[config.mk]
export PLATFORM = sky130hd
export DESIGN_NAME = seq_mul
export DESIGN_NICKNAME = d
export VERILOG_FILES = /design/src/rtl/mul_pkg.sv /design/src/rtl/mul_step.sv /design/src/rtl/seq_mul.sv
export SDC_FILE = /design/constraint.sdc
export NUM_CORES = 1
export LEC_CHECK = 0
export ABC_AREA = 0
export CAP_MARGIN = 5
export CELL_PAD_IN_SITES_DETAIL_PLACEMENT = 0
export CELL_PAD_IN_SITES_GLOBAL_PLACEMENT = 1
export CORE_UTILIZATION = 35
export CTS_CLUSTER_DIAMETER = 50
export DETAILED_ROUTE_END_ITERATION = 8
export PLACE_DENSITY_LB_ADDON = 0.1
export SETUP_SLACK_MARGIN = 0.3
export SLEW_MARGIN = 40
export SYNTH_ARGS = -nofsm -noshare
export SYNTH_HDL_FRONTEND = slang
export SYNTH_SLANG_ARGS = --single-unit
[constraint.sdc]
create_clock -name clk -period 10.3 [get_ports clk]
set_clock_uncertainty 0.1 [all_clocks]
set_input_delay 1.03 -clock clk [delete_from_list [all_inputs] [get_ports clk]]
set_output_delay 1.03 -clock clk [all_outputs]
set_load 0.01 [all_outputs]
[src/rtl/mul_pkg.sv]
// rtl/mul_pkg.sv - shared FSM encoding and iteration helpers for seq_mul
//
// Contents:
//   state_t    : controller states IDLE / BUSY / DONE
//   iter_count : number of BUSY cycles for one product (WIDTH/STEP)
//   cnt_width  : bits needed to hold iter_count down to zero

package mul_pkg;

    typedef enum logic [1:0] {
        IDLE = 2'd0,
        BUSY = 2'd1,
        DONE = 2'd2
    } state_t;

    function automatic int iter_count(input int width, input int step);
        return width / step;
    endfunction

    function automatic int cnt_width(input int width, input int step);
        return $clog2(width / step + 1);
    endfunction

endpackage

[src/rtl/mul_step.sv]
// rtl/mul_step.sv - one combinational shift-and-add step of the iterative multiplier
//
// Ports:
//   acc      in  2*WIDTH  running accumulator
//   mcand    in  WIDTH    unsigned multiplicand (magnitude)
//   bits     in  STEP     multiplier bits for this position
//   pos      in  POS_W    bit position of those multiplier bits
//   acc_next out 2*WIDTH  acc + (mcand * bits) << pos

module mul_step #(
    parameter int WIDTH = 32,
    parameter int STEP  = 1,
    parameter int POS_W = $clog2(2 * WIDTH)
) (
    input  logic [2*WIDTH-1:0] acc,
    input  logic [WIDTH-1:0]   mcand,
    input  logic [STEP-1:0]    bits,
    input  logic [POS_W-1:0]   pos,
    output logic [2*WIDTH-1:0] acc_next
);

    logic [2*WIDTH-1:0] partial;

    // mcand*bits < 2^(WIDTH+STEP) and pos <= WIDTH-STEP, so the shifted
    // partial product never spills past 2*WIDTH bits.
    assign partial  = (2*WIDTH)'(mcand) * (2*WIDTH)'(bits);
    assign acc_next = acc + (partial << pos);

endmodule

[src/rtl/seq_mul.sv]
// rtl/seq_mul.sv - iterative signed/unsigned multiplier with valid/ready handshakes
//
// Ports:
//   clk, rst_n           clock, synchronous active-low reset
//   in_valid, in_ready   operand handshake (ready only in IDLE)
//   x, y, signed_mode    operands, sampled on the accepting edge only
//   out_valid, out_ready product handshake (valid only in DONE)
//   s, ovf               2*WIDTH product and does-not-fit-in-WIDTH flag;
//                        held until the next result completes

module seq_mul
    import mul_pkg::*;
#(
    parameter int WIDTH = 32,
    parameter int STEP  = 1
) (
    input  logic               clk,
    input  logic               rst_n,
    input  logic               in_valid,
    output logic               in_ready,
    input  logic [WIDTH-1:0]   x,
    input  logic [WIDTH-1:0]   y,
    input  logic               signed_mode,
    output logic               out_valid,
    input  logic               out_ready,
    output logic [2*WIDTH-1:0] s,
    output logic               ovf
);

    localparam int ITER = iter_count(WIDTH, STEP);
    localparam int CW   = cnt_width(WIDTH, STEP);
    localparam int PW   = $clog2(2 * WIDTH);

    state_t             state, state_next;
    logic [CW-1:0]      cnt;
    logic [WIDTH-1:0]   mcand, mplier;
    logic [WIDTH-1:0]   x_mag, y_mag;
    logic [2*WIDTH-1:0] acc, acc_next, result;
    logic [WIDTH:0]     sign_field;
    logic [PW-1:0]      pos;
    logic               neg, smode, accept, last, ovf_next;

    always_ff @(posedge clk) begin
        if (!rst_n) state <= IDLE;
        else        state <= state_next;
    end

    always_comb begin
        state_next = state;
        in_ready   = 1'b0;
        out_valid  = 1'b0;
        case (state)
            IDLE: begin
                in_ready = 1'b1;
                if (in_valid) state_next = BUSY;
            end
            BUSY: begin
                if (cnt == CW'(1)) state_next = DONE;
            end
            DONE: begin
                out_valid = 1'b1;
                if (out_ready) state_next = IDLE;
            end
            default: state_next = IDLE;
        endcase
    end

    assign accept = in_valid && in_ready;
    assign last   = (state == BUSY) && (cnt == CW'(1));

    // The array works on magnitudes; -2^(W-1) negates to itself, which
    // read as unsigned is exactly its magnitude.
    assign x_mag = (signed_mode && x[WIDTH-1]) ? -x : x;
    assign y_mag = (signed_mode && y[WIDTH-1]) ? -y : y;

    // The counter runs down from ITER, so the retired multiplier bit
    // position is (ITER - cnt) * STEP.
    assign pos = PW'((ITER - int'(cnt)) * STEP);

    mul_step #(
        .WIDTH (WIDTH),
        .STEP  (STEP),
        .POS_W (PW)
    ) u_step (
        .acc      (acc),
        .mcand    (mcand),
        .bits     (mplier[STEP-1:0]),
        .pos      (pos),
        .acc_next (acc_next)
    );

    assign result     = neg ? -acc_next : acc_next;
    assign sign_field = result[2*WIDTH-1:WIDTH-1];
    // Signed: fits only when the upper half is a pure sign extension of bit W-1.
    assign ovf_next   = smode ? !((sign_field == '0) || (sign_field == '1))
                              : |result[2*WIDTH-1:WIDTH];

    always_ff @(posedge clk) begin
        if (!rst_n) begin
            cnt    <= '0;
            acc    <= '0;
            mcand  <= '0;
            mplier <= '0;
            neg    <= 1'b0;
            smode  <= 1'b0;
            s      <= '0;
            ovf    <= 1'b0;
        end else if (accept) begin
            mcand  <= x_mag;
            mplier <= y_mag;
            neg    <= signed_mode & (x[WIDTH-1] ^ y[WIDTH-1]);
            smode  <= signed_mode;
            acc    <= '0;
            cnt    <= CW'(ITER);
        end else if (state == BUSY) begin
            acc    <= acc_next;
            mplier <= mplier >> STEP;
            cnt    <= cnt - CW'(1);
            if (last) begin
                s   <= result;
                ovf <= ovf_next;
            end
        end
    end

endmodule

==> impl_metrics.ini <==
[detailed_routing]
vias_per_cell = 5.813
met2WireLength_um = 30470
final_antenna_net_count = 0
wl_met1_um = 33450
drt_iter0_drc = 1580
first_pass_iters = 6
wl_per_cell_um = 21.74
drc = 0
wl_met3_um = 4190
drt-total-wl_um = 69740
routed.top_layer = met5
vias = 18650

[cts]
clock-sinks = 203
cts_buffers = 37
ctsResizeCount = 0
cts_setup_buffers = 0
clk_pin_slew_ps = 60
hold_buffers = 0
cts_root_buffer = clkbuf_16
clock_latency_ps = 590
cts_tree = built
cts_buffer_depth = 3
h-tree-depth = 2

[finish]
fillers = 5172
drive_above_1_share_pct = 7.154
nNetsFinal = 2656
n_antenna_cell = 0
areaGrowthSynthToFinish_pct = 18.20
final_cell_mix = nand2_1 (360), nor2_1 (333), a21oi_1 (235), dfxtp_1 (200), clkdlybuf4s50_1 (135)
layout_commonest_cell = nand2_1
fin_util_pct = 42.19

[synth]
synthDistinctLibCells = 94
avgSynthCellArea_um2 = 7.076
ys_ff_latch = 203
yosysWarnings = 0
synth_fp_nets = 2623
synth_edf_count = 0
ys_seq_area_share_pct = 23.11
synth_top_area_share_pct = 23.11
synthFlopType = dfxtp_1
syn-cell-area_um2 = 17580
async_flop_share_pct = 0
netlist_top_cells_area = dfxtp_1 (23%), nand2_1 (7.7%), nor2_1 (7.1%)
synthCells = 2485
yosysTopAreaCell = dfxtp_1

[placed_design]
gp_congestion = 0.9778
io_buffers = 135
hpwl_um = 53850

[sta]
setup_viol = 0
setup_tns_ps = 0
rsz0062_at_grt = false
worstMarginPinSlew_ps = 929.9
report.final.slew_viol_count = 0
hold_viol = 0
post-route-period-util_pct = 87.63
min_period_ps = 9026
fmax_mhz = 110.8
relSlewSlack_pct = 37.82

[job]
max_cap_violations = 0

[global_route]
antenna_found_initial = 1
globalRoute.totalOverflow = 0
grt_max_degree = 84
grt_pass1_wl_um = 105900
grt_pass1_vias = 17350
track_usage_pct = 27.08

[critical_path]
crit_fanout = 24
path_common_cell = o21ai_0
endpoint_kind = flip-flop
start_kind = flip-flop
r2r_setup_slack_ps = 1270
reg2reg_from = cnt[0]$_SDFFE_PP0P_
critPathMaxStageDelay_ps = 900
worstSetupPathType = flip-flop to flip-flop
r2r_end = ovf$_SDFFE_PN0P_
crit_slowest_cell = ha_1
cp.required_ps = 10640
reg2reg_depth = 26
cp.arrival_ps = 9370

[hold_path]
hp-start = acc[58]$_SDFFE_PP0P_
hold_class = flip-flop to flip-flop
holdPathStages = 2
hold_end = acc[58]$_SDFFE_PP0P_

[power_and_ir_drop]
vdd_drop_max_v = 0.0001163
p_per_area_nw_per_um2 = 162.5
power_leakage_nw = 7.358

[floorplanning]
core_um2 = 49250
start_util_pct = 35.70
die-area_um2 = 51140
rows = 81
die_y_um = 226.1
io_pins = 136
die_x_um = 226.1

[status]
outcome = finished clean
[logic make-up (layout without fill, tap and decap cells)]
logic type | Yosys count | in the layout | synth area share (%)
xor+xnor | 157 | 157 | 7.820
flops | 203 | 203 | 23.11
compound gates | 748 | 748 | 27.54
simple gates | 1042 | 1042 | 27.38
buf+inv | 204 | 263 | 4.462
fa+ha+maj | 69 | 69 | 4.953
mux | 62 | 62 | 4.732
[layout make-up]
class	instances	area, µm²	share of cell area (%)
clock buffer	40	957.2	4.606
clock inverter	25	346.6	1.668
inverter	31	118.9	0.5719
multi-input combinational	2078	12830	61.74
sequential	203	4068	19.57
tap	664	830.8	3.998
timing repair buffer	167	1630	7.845
[per-layer routing]
layer	track usage [%]	up-vias
li1	-	9117
met1	38.36	8896
met2	41.99	546
met3	4.176	86
met4	8.021	2
met5	0	-
[power by group]
part / internal [mW] / switching (mW)
Combinational: 0.394 / 0.819
Clock: 0.815 / 0.491
Sequential: 0.825 / 0.0326
Total: 2.03 / 1.34
[registers in the layout, summed over array words and instances, names as in the netlist]
register,count
ovf,1
acc,64
s,64
neg,1
smode,1
state,2
mcand,32
cnt,6
mplier,32
[cells in the mapped netlist, drive strengths merged, types with 36 or more instances]
| master | n |
|---|---|
| a211oi | 91 |
| a21oi | 238 |
| clkbuf | 150 |
| dfxtp | 203 |
| ha | 68 |
| mux2i | 37 |
| nand2 | 362 |
| nand3 | 51 |
| nor2 | 334 |
| nor3 | 64 |
| o21ai | 153 |
| o31ai | 36 |
| or3 | 45 |
| xnor2 | 77 |
| xor2 | 80 |
[worst max-delay path, delay by kind of cell (launching register included)]
family          cells  cell delay (ps)
simple gates        9             2790
mux                 2              640
fa+ha+maj           2             1340
buf+inv             2              580
flops               1              330
xor+xnor            1              130
compound gates     10             2940
[worst max-delay path by stage]
| stage | start | to | slack [ps] | cells past startpoint |
|---|---|---|---|---|
| finish | cnt[0]$_SDFFE_PP0P_ | ovf$_SDFFE_PN0P_ | 1270 | 26 |
| global route | cnt[0]$_SDFFE_PP0P_ | ovf$_SDFFE_PN0P_ | 770 | 26 |
| CTS | cnt[0]$_SDFFE_PP0P_ | ovf$_SDFFE_PN0P_ | 1540 | 26 |
| detailed placement | cnt[0]$_SDFFE_PP0P_ | ovf$_SDFFE_PN0P_ | 1550 | 26 |
| global placement | cnt[0]$_SDFFE_PP0P_ | ovf$_SDFFE_PN0P_ | 1620 | 26 |
| floorplan | cnt[0]$_SDFFE_PP0P_ | ovf$_SDFFE_PN0P_ | 2200 | 34 |
[metrics by stage]
stage | worst slack (ps) | instances | area, µm² | hold slack, ps | power, mW
6_report | 1274 | 3208 | 20780 | 358.1 | 3.376
4_1_cts | 1539 | 3208 | 20770 | 357.1 | 3.396
2_1_floorplan | 2196 | 2485 | 17580 | 331.8 | 1.671
5_1_grt | 770.5 | 3208 | 20780 | 373.7 | 3.540
3_5_place_dp | 1550 | 3143 | 19460 | 350.8 | 2.065
3_3_place_gp | 1624 | 3142 | 19400 | 346.3 | 2.052
Note: power is estimated with default switching activity, not from simulation.
